File: config.mk
export PLATFORM = sky130hd
export DESIGN_NAME = t_ff_bank_counter
export DESIGN_NICKNAME = d
export VERILOG_FILES = /design/src/rtl/t_ff_pkg.sv /design/src/rtl/t_ff_cell.sv /design/src/rtl/t_ff_bank_counter.sv
export SDC_FILE = /design/constraint.sdc
export NUM_CORES = 1
export LEC_CHECK = 0
export CORE_AREA = 2 2 39 41
export CTS_CLUSTER_SIZE = 20
export DETAILED_ROUTE_END_ITERATION = 8
export DIE_AREA = 0 0 41 43
export PLACE_DENSITY = 0.66
export SLEW_MARGIN = 20
export SYNTH_ARGS = -nofsm -noshare
export SYNTH_HDL_FRONTEND = slang
export SYNTH_SLANG_ARGS = --single-unit
File: constraint.sdc
create_clock -name clk -period 2.8 [get_ports clk]
set_input_delay 0.42 -clock clk [delete_from_list [all_inputs] [get_ports clk]]
set_output_delay 0.42 -clock clk [all_outputs]
set_load 0.02 [all_outputs]
File: src/rtl/t_ff_pkg.sv
// Shared definitions for the toggle flip-flop bank counter: mode select encoding.
package t_ff_pkg;

    typedef enum logic [1:0] {
        MODE_TOGGLE = 2'b00,
        MODE_UP     = 2'b01,
        MODE_DOWN   = 2'b10,
        MODE_HOLD   = 2'b11
    } mode_e;

endpackage

File: src/rtl/t_ff_cell.sv
// Single toggle flip-flop: flips on a clock edge when t is high, synchronous
// active-low reset to a per-instance value.
module t_ff_cell (
    input  logic clk,
    input  logic rst_n,
    input  logic rst_val,
    input  logic t,
    output logic q,
    output logic qn
);

    always_ff @(posedge clk) begin
        if (!rst_n) begin
            q <= rst_val;
        end else if (t) begin
            q <= ~q;
        end
    end

    assign qn = ~q;

endmodule

File: src/rtl/t_ff_bank_counter.sv
// Bank of WIDTH T flip-flops operating as a raw toggle register, modulo-MOD
// up/down counter or hold, with a registered terminal-count pulse on wrap.
module t_ff_bank_counter
    import t_ff_pkg::*;
#(
    parameter int WIDTH     = 4,
    parameter int MOD       = 16,
    parameter int RESET_VAL = 0
) (
    input  logic             clk,
    input  logic             rst_n,
    input  logic             en,
    input  logic [1:0]       mode,
    input  logic [WIDTH-1:0] t_in,
    input  logic             load,
    input  logic [WIDTH-1:0] load_val,
    output logic [WIDTH-1:0] q,
    output logic [WIDTH-1:0] qn,
    output logic             tc
);

    localparam logic [WIDTH:0]   MOD_W   = (WIDTH+1)'(MOD);
    localparam logic [WIDTH-1:0] MAX_VAL = WIDTH'(MOD - 1);
    localparam logic [WIDTH-1:0] RST_Q   = WIDTH'(RESET_VAL);

    mode_e            mode_s;
    logic [WIDTH-1:0] up_t;
    logic [WIDTH-1:0] dn_t;
    logic [WIDTH-1:0] target;
    logic [WIDTH-1:0] t_eff;
    logic             tc_next;
    logic             carry_up;
    logic             carry_dn;

    assign mode_s = mode_e'(mode);

    // Ripple toggle masks: bit i flips when all lower bits of q (up) or qn (down) are 1.
    always_comb begin
        up_t     = '0;
        dn_t     = '0;
        carry_up = 1'b1;
        carry_dn = 1'b1;
        for (int unsigned i = 0; i < WIDTH; i++) begin
            up_t[i]  = carry_up;
            dn_t[i]  = carry_dn;
            carry_up = carry_up & q[i];
            carry_dn = carry_dn & qn[i];
        end
    end

    always_comb begin
        t_eff   = '0;
        tc_next = 1'b0;
        target  = load_val;
        if (load) begin
            if ((mode_s == MODE_UP || mode_s == MODE_DOWN) && ({1'b0, load_val} >= MOD_W)) begin
                target = MAX_VAL;
            end
            t_eff = q ^ target;
        end else if (en) begin
            unique case (mode_s)
                MODE_TOGGLE: t_eff = t_in;
                MODE_UP: begin
                    if (q >= MAX_VAL) begin
                        t_eff   = q;
                        tc_next = 1'b1;
                    end else begin
                        t_eff = up_t;
                    end
                end
                MODE_DOWN: begin
                    if (q == '0) begin
                        t_eff   = MAX_VAL;
                        tc_next = 1'b1;
                    end else if ({1'b0, q} >= MOD_W) begin
                        t_eff = q ^ MAX_VAL;
                    end else begin
                        t_eff = dn_t;
                    end
                end
                MODE_HOLD: t_eff = '0;
            endcase
        end
    end

    always_ff @(posedge clk) begin
        if (!rst_n) begin
            tc <= 1'b0;
        end else begin
            tc <= tc_next;
        end
    end

    for (genvar i = 0; i < WIDTH; i++) begin : g_bit
        t_ff_cell u_cell (
            .clk    (clk),
            .rst_n  (rst_n),
            .rst_val(RST_Q[i]),
            .t      (t_eff[i]),
            .q      (q[i]),
            .qn     (qn[i])
        );
    end

endmodule

* Yosys cells after proc, flatten, opt, wreduce, memory -nomap -nowiden
Cells that the tools add are included.
** Word-level totals
- Bits in registers :: 5
- Input port bits :: 14
- Output and inout port bits :: 9
- Logic and storage cells :: 31
** Operators by class
- Magnitude comparators :: 1
- Eq/ne operators :: 3
- Mux-type cells :: 8
- Bitwise operators :: 11
- Reductions and logical operators :: 3
** Operators by type and width (count)
- 2-to-1 mux 4 bit :: 4
- case mux 4 bit (4 select lines) :: 1
- NOT 1 bit :: 6
- AND 1 bit :: 4
- == test 2 bit, second input constant :: 2
- >= comparator 4 bit, second input constant :: 1
- zero test 4 bit :: 1
- bitwise XOR 4 bit :: 1
- OR reduction 3 bit :: 1
- == test 2 x 1 -> 1 bit, second input constant :: 1
- zero test 2 bit :: 1
- 2-to-1 mux 1 bit :: 2
- case mux 1 bit (2 select lines) :: 1

* Logic depth before layout (Yosys ltp)
Gate-level depths: netlist of run 1.
- Depth in word-level cells :: 7
- Depth in mapped cells :: 6
- Mapped depth without buffers :: 6

* Modules after synthesis
Synthesis of run 1 repeated with hierarchy kept, for this count alone.
** Second synthesis, totals
- Cell total of the unflattened synthesis :: 57
- Area, all modules :: 488.0 µm²
** Modules (own cells, without submodules)
- t_ff_bank_counter :: times used 1, cells each 37, area an instance 292.8 µm², seq. area each 20.0 µm²
- t_ff_cell :: times used 4, cells each 5, area an instance 48.8 µm², seq. area each 30.0 µm²

* Worst setup path after synthesis of run 1
Ideal clock, no wire load.
- Path kind :: input-to-reg
- Start :: input port mode[0]
- End :: register g_bit[3].u_cell.q
- Library setup time :: 0.074 ns
- Arrival :: 1.399 ns
- Data required time :: 2.726 ns
- Setup slack :: 1.327 ns
- Stages on the path :: 6
- Buffers on the path :: 0
- Cells stage by stage :: inv_1 ha_1 nor4b_2 nor3_1 or3_1 a31oi_1
** Between the ends
- Longest elaborated chain between the ends :: 4
- Elaborated cells on any way between the ends :: 7
- Classes of those cells :: eq/ne (3); mux (3); reduce/logical (1)
** Ends and longest elaborated chain
- start: declaration :: RTL line t_ff_bank_counter.sv:13 : input logic [1:0] mode,
- == test 2 bit, or another cell as far along :: RTL line t_ff_bank_counter.sv:61 : unique case (mode_s)
- case mux 4 bit (4 select lines) * :: RTL line t_ff_bank_counter.sv:61
- 2-to-1 mux 4 bit * :: RTL line t_ff_bank_counter.sv:60 : end else if (en) begin
- 2-to-1 mux 4 bit * :: RTL line t_ff_bank_counter.sv:55 : if (load) begin
- end signal: assignment :: RTL line t_ff_cell.sv:14 : q <= rst_val;
- end signal: assignment :: RTL line t_ff_cell.sv:16 : q <= ~q;
- end: declaration :: RTL line t_ff_cell.sv:8 : output logic q,
Every way passes the cells marked *; elsewhere a longest branch is shown, timed or not.
A chain may end at the register's enable or synchronous reset.

* Final worst setup path of run 1
Same ends and word-level chain as after synthesis.

==> metrics.yaml, run 1 <==
sta:
  slew_headroom_pct: 82.5
  rsz0062_at_grt: "false"
  hold_violations: 0
  min_period_ns: 1.79
  worstMarginPinSlew_ns: 0.260
  skew_ns: 0.00568
  clock.fmax_mhz: 559
  drv_slew: 0
  holdWs_ns: 0.507
  period_share_pct: 63.9
  tns_ns: 0
  setup_viol: 0
routing:
  drt-vias-per-instance: 4.81
  drt-total-wl_um: 962
  vias: 423
  ant_nets: 0
  wire_per_inst_um: 10.9
  drc: 0
  first_pass_iters: 4
  drt_iter0_drc: 10
job:
  cap_violations: 0
clocking:
  cts_num_sinks: 5
  clockBufferDepth: 2
  clkLatencyLatePin_ns: 0.25
  ctsHoldBuffers: 0
  post_cts_resized: 0
  cts-root-buf: "clkbuf_4"
  post-cts-setup-buffers: 0
  path_clk_slew_ns: 0.05
  cts_inserted_buffers: 3
  cts.htree.levels: 1
  cts_tree: "built"
power:
  p_per_area_nw_per_um2: 407
  power.clock.fraction_pct: 34.3
  power_switching_uw: 78.5
  leakage_nw: 0.247
  seqPwrFrac_pct: 32.7
  intPower_uw: 178
  p_comb_share_pct: 33.0
  vdd_ir_drop_max_v: 0.000222
  swShare_pct: 30.7
  power_uw: 256
die:
  die_width_um: 41
  coreArea_um2: 1380
  initial_utilization_pct: 30.6
  io_pins: 23
  fp.dieH_um: 43
  dieArea_um2: 1760
  core.rowCount: 14
synthesis:
  syn_area_um2: 423
  ys_seq_elements: 5
  synth_nets: 71
  yosysWarnings: 0
  syn_area_per_cell_um2: 7.83
  ys_seq_area_share_pct: 23.7
  syn_inst: 54
  synth_cell_types: 21
layout:
  instances_no_fill: 88
  n_antenna_cell: 0
  nets: 90
  drive_gt1_share_pct: 8.33
  finish.utilization_pct: 45.5
  final_cell_mix: "22 x clkdlybuf4s50_1, 8 x o21ai_0, 7 x inv_1"
  layout_commonest_cell: "clkdlybuf4s50_1"
  syn_to_final_growth_pct: 48.8
setup_path:
  path_max_fanout: 3
  criticalPathCategory: "input port to register"
  critPathArrivalTime_ns: 1.97
  cp-start-kind: "input port"
  cp.required_ns: 2.98
  crit_path_end_kind: "register"
global_routing:
  grt-ovfl-total: 0
  grt_pass1_wl_um: 1570
  antenna_found_initial: 0
  grt_pass1_vias: 403
  grt_max_degree: 10
  grtUsageTotal_pct: 13.3
placement:
  dp.cells: 84
  gp_congestion: 0.766
  numPortBuffers: 22
  dpl.hpwl_um: 790
run_status:
  status: "finished clean"
hold_path:
  holdCritPathClass: "register to register"
final timing paths:
path | from | endpoint | slack, ns | depth (start not counted)
worst max-delay path | mode[0] | g_bit[3].u_cell.q | 1.01 | 7
worst max register to register | g_bit[1].u_cell.q | g_bit[3].u_cell.q | 1.45 | 4
worst min-delay path | g_bit[3].u_cell.q | tc | 0.51 | 2
worst min register to register | g_bit[3].u_cell.q | tc | 0.51 | 2
flip-flops by register name, summed over array words and instances (netlist names):
signal,count
g_bit.u_cell.q,4
tc,1
logic make-up (layout without fill, tap and decap cells):
group,Yosys count,after routing,synth area share (%)
mux,2,2,5.33
simple gates,11,11,16.9
xor+xnor,2,2,4.14
compound gates,15,15,19.8
flops,5,5,23.7
buf+inv,16,34,21.3
fa+ha+maj,3,3,8.88
layout make-up:
cell class	count	area (um^2)
Clock buffer	4	26.3
Tap cell	16	20.0
Multi-Input combinational cell	33	233
Fill cell	144	754
Inverter	8	30.0
Sequential cell	5	100
Timing Repair Buffer	22	220
power groups by stage:
stage / sequential [mW] / clock (mW) / combinational [mW]
global placement: 0.0844 / 0 / 0.0840
floorplan: 0.0832 / 0 / 0.0546
CTS: 0.0837 / 0.0873 / 0.0851
finish: 0.0838 / 0.0879 / 0.0844
detailed placement: 0.0851 / 0 / 0.0847
global route: 0.0845 / 0.0948 / 0.0929
worst max-delay path: stages:
cell	delay (ns)
clkdlybuf4s50_1	0.42
inv_1	0.10
ha_1	0.19
nor4b_2	0.25
nor3_1	0.10
or3_1	0.35
a31oi_1	0.15
synth_stat cells, drive strengths merged:
cell type | count | area (um^2)
ha | 3 | 37.5
o211ai | 1 | 7.51
and4 | 1 | 8.76
xnor2 | 2 | 17.5
or3 | 2 | 12.5
a31oi | 2 | 12.5
dfxtp | 5 | 100
a21oi | 3 | 15.0
and3 | 1 | 6.26
buf | 8 | 60.1
inv | 8 | 30.0
nor4b | 1 | 15.0
nand4 | 1 | 6.26
o21ai | 8 | 40.0
nand2b | 1 | 6.26
mux2 | 2 | 22.5
nor3 | 1 | 5.00
nand2 | 3 | 11.3
a311oi | 1 | 8.76
metrics by stage:
stage                     setup slack, ns  area (um^2)
after global routing                0.836          629
after CTS                           0.992          629
after global placement              0.769          603
after floorplan                      1.33          423
after detailed placement            0.734          603
final                                1.01          629
per-layer routing:
metal	wire length, um	track usage [%]	vias to the layer above	share of wire (%)
met3	59	5.24	2	6.1
met2	495	18.4	16	51
li1	-	-	217	-
met1	393	16.7	188	41
met5	0	0	-	0
met4	13	7.33	0	1.4
No activity file was read; power rests on OpenSTA's default activity.
==> inputs of run 2 (changes only) <==
--- a/config.mk
+++ b/config.mk
@@ -9,7 +9,7 @@
 export CTS_CLUSTER_SIZE = 20
 export DETAILED_ROUTE_END_ITERATION = 8
 export DIE_AREA = 0 0 41 43
-export PLACE_DENSITY = 0.66
+export PLACE_DENSITY = 0.68
 export SLEW_MARGIN = 20
 export SYNTH_ARGS = -nofsm -noshare
 export SYNTH_HDL_FRONTEND = slang
==> constraint.sdc (replaced) <==
create_clock -name clk -period 1.4 [get_ports clk]
set_input_delay 0.21 -clock clk [delete_from_list [all_inputs] [get_ports clk]]
set_output_delay 0.21 -clock clk [all_outputs]
set_load 0.02 [all_outputs]
==> metrics.yaml, run 2 (synthesis gave the netlist of run 1 again) <==
run_status:
  status: "finished clean"
sta:
  skew_ns: 0.00336
  slew_headroom_pct: 82.4
  setup_viol: 0
  drv_slew: 0
  hold_violations: 0
  clock.fmax_mhz: 720
  rsz0062_at_grt: "true"
  holdWs_ns: 0.506
  period_share_pct: 99.2
  tns_ns: 0
  min_period_ns: 1.39
  worstMarginPinSlew_ns: 0.262
power:
  vdd_ir_drop_max_v: 0.000405
  p_per_area_nw_per_um2: 731
  power_uw: 529
  leakage_nw: 0.300
setup_path:
  timing.rr.end: "g_bit[3].u_cell.q"
  cpPeakStageDelay_ns: 0.35
  path_depth: 7
  crit_path_end: "g_bit[3].u_cell.q"
  critPathArrivalTime_ns: 1.56
  path_delay_family: "simple AND/OR/NAND/NOR gates"
  crit_path_end_kind: "register"
  ff2ff_path_depth: 4
  cp.required_ns: 1.57
  r2r_slack_ns: 0.03
  slowest_stage: "or3_1"
  critPathBufInv: 2
  worstPathCellList: "clkdlybuf4s15_1 -> inv_2 -> ha_2 -> and4_1 -> nor3_2 -> or3_1 -> a31oi_1"
  crit_start: "mode[1]"
  path_max_fanout: 3
  criticalPathCategory: "input port to register"
  rr_startpoint: "g_bit[2].u_cell.q"
  cp-start-kind: "input port"
hold_path:
  holdCritPathClass: "register to register"
  min_from: "g_bit[3].u_cell.q"
layout:
  top_regs: "g_bit.u_cell.q (4), tc (1)"
  drive_gt1_share_pct: 30.0
  syn_to_final_growth_pct: 71.0
  nets: 98
  final_cell_mix: "12 x clkdlybuf4s50_1, 8 x o21ai_0, 8 x dlygate4sd2_1, 8 x buf_4, 5 x inv_1"
  n_antenna_cell: 0
  largest-register: "g_bit.u_cell.q"
  layout_commonest_cell: "clkdlybuf4s50_1"
  largest_reg_flops: 4
global_routing:
  grtUsageTotal_pct: 14.2
  grt_pass1_vias: 422
  grt_pass1_wl_um: 1700
  antenna_found_initial: 0
  grt_max_degree: 10
  grt-ovfl-total: 0
clocking:
  cts_num_sinks: 5
  cts_tree: "built"
  clkLatencyLatePin_ns: 0.24
  cts-root-buf: "clkbuf_4"
  cts_inserted_buffers: 3
  clockBufferDepth: 2
  cts.htree.levels: 1
  path_clk_slew_ns: 0.04
die:
  io_pins: 23
  initial_utilization_pct: 30.6
  fp.dieH_um: 43
  dieArea_um2: 1760
  coreArea_um2: 1380
  core.rowCount: 14
  die_width_um: 41
job:
  cap_violations: 0
placement:
  dpl.hpwl_um: 823
  gp_congestion: 0.713
  numPortBuffers: 22
routing:
  ant_nets: 0
  drt-total-wl_um: 1240
  vias: 488
  drt_iter0_drc: 9
  drt-vias-per-instance: 5.08
  drc: 0
  first_pass_iters: 4
  wire_per_inst_um: 12.9
## run 2: cell count changes in the layout (fill, tap and decap cells not counted), sizes merged
cell / before / now
buf: 0 / 8
clkdlybuf4s50: 22 / 12
dlygate4sd2: 0 / 8
clkdlybuf4s15: 0 / 2
## run 2: worst min-delay path by stage
stage,endpoint,cells past startpoint
CTS,tc,2
global route,tc,2
finish,tc,2
floorplan,tc,2
detailed placement,tc,2
global placement,tc,2
## run 2: worst min-delay path, delay by kind of cell (launching register included)
kind	cells	cell delay (ns)
compound gates	1	0.05
flops	1	0.33
simple gates	1	0.08
## run 2: layout make-up
| class | count | area (um^2) |
|---|---|---|
| Multi-Input combinational cell | 33 | 274 |
| Timing Repair Buffer | 30 | 270 |
| Inverter | 8 | 30.0 |
| Fill cell | 137 | 661 |
| Clock buffer | 4 | 26.3 |
| Tap cell | 16 | 20.0 |
| Sequential cell | 5 | 103 |
## run 2: per-layer routing
layer / global-route usage (%) / vias up / share of wire (%) / wire length [um]
met5: 0 / - / 0 / 0
met4: 2.00 / 0 / 0 / 0
met3: 4.71 / 0 / 7.9 / 98
met2: 25.3 / 27 / 53 / 656
met1: 15.7 / 229 / 39 / 482
li1: - / 232 / - / -
## run 2: stage by stage
step	worst slack (ns)	util, %	cell area, um^2	instances
global route	-0.0239	52.3	723	96
global placement	-0.419	45.2	626	87
detailed placement	-0.468	45.2	626	87
floorplan	0.137	-	423	54
finish	0.0108	52.3	723	96
CTS	0.0201	49.5	684	95
## run 2: timing repair
item | CTS | global route
pin swaps | 2 | 3
resized for setup | 15 | 9
setup buffers | 4 | 1
setup endpoints to repair | 12 | 3
hold buffers | 0 | 0
## run 2: report_power, final
part | leakage, nW | switching (mW) | internal, mW
clock network | 0.0150 | 0.0594 | 0.108
logic | 0.243 | 0.0895 | 0.102
registers | 0.0419 | 0.0163 | 0.154
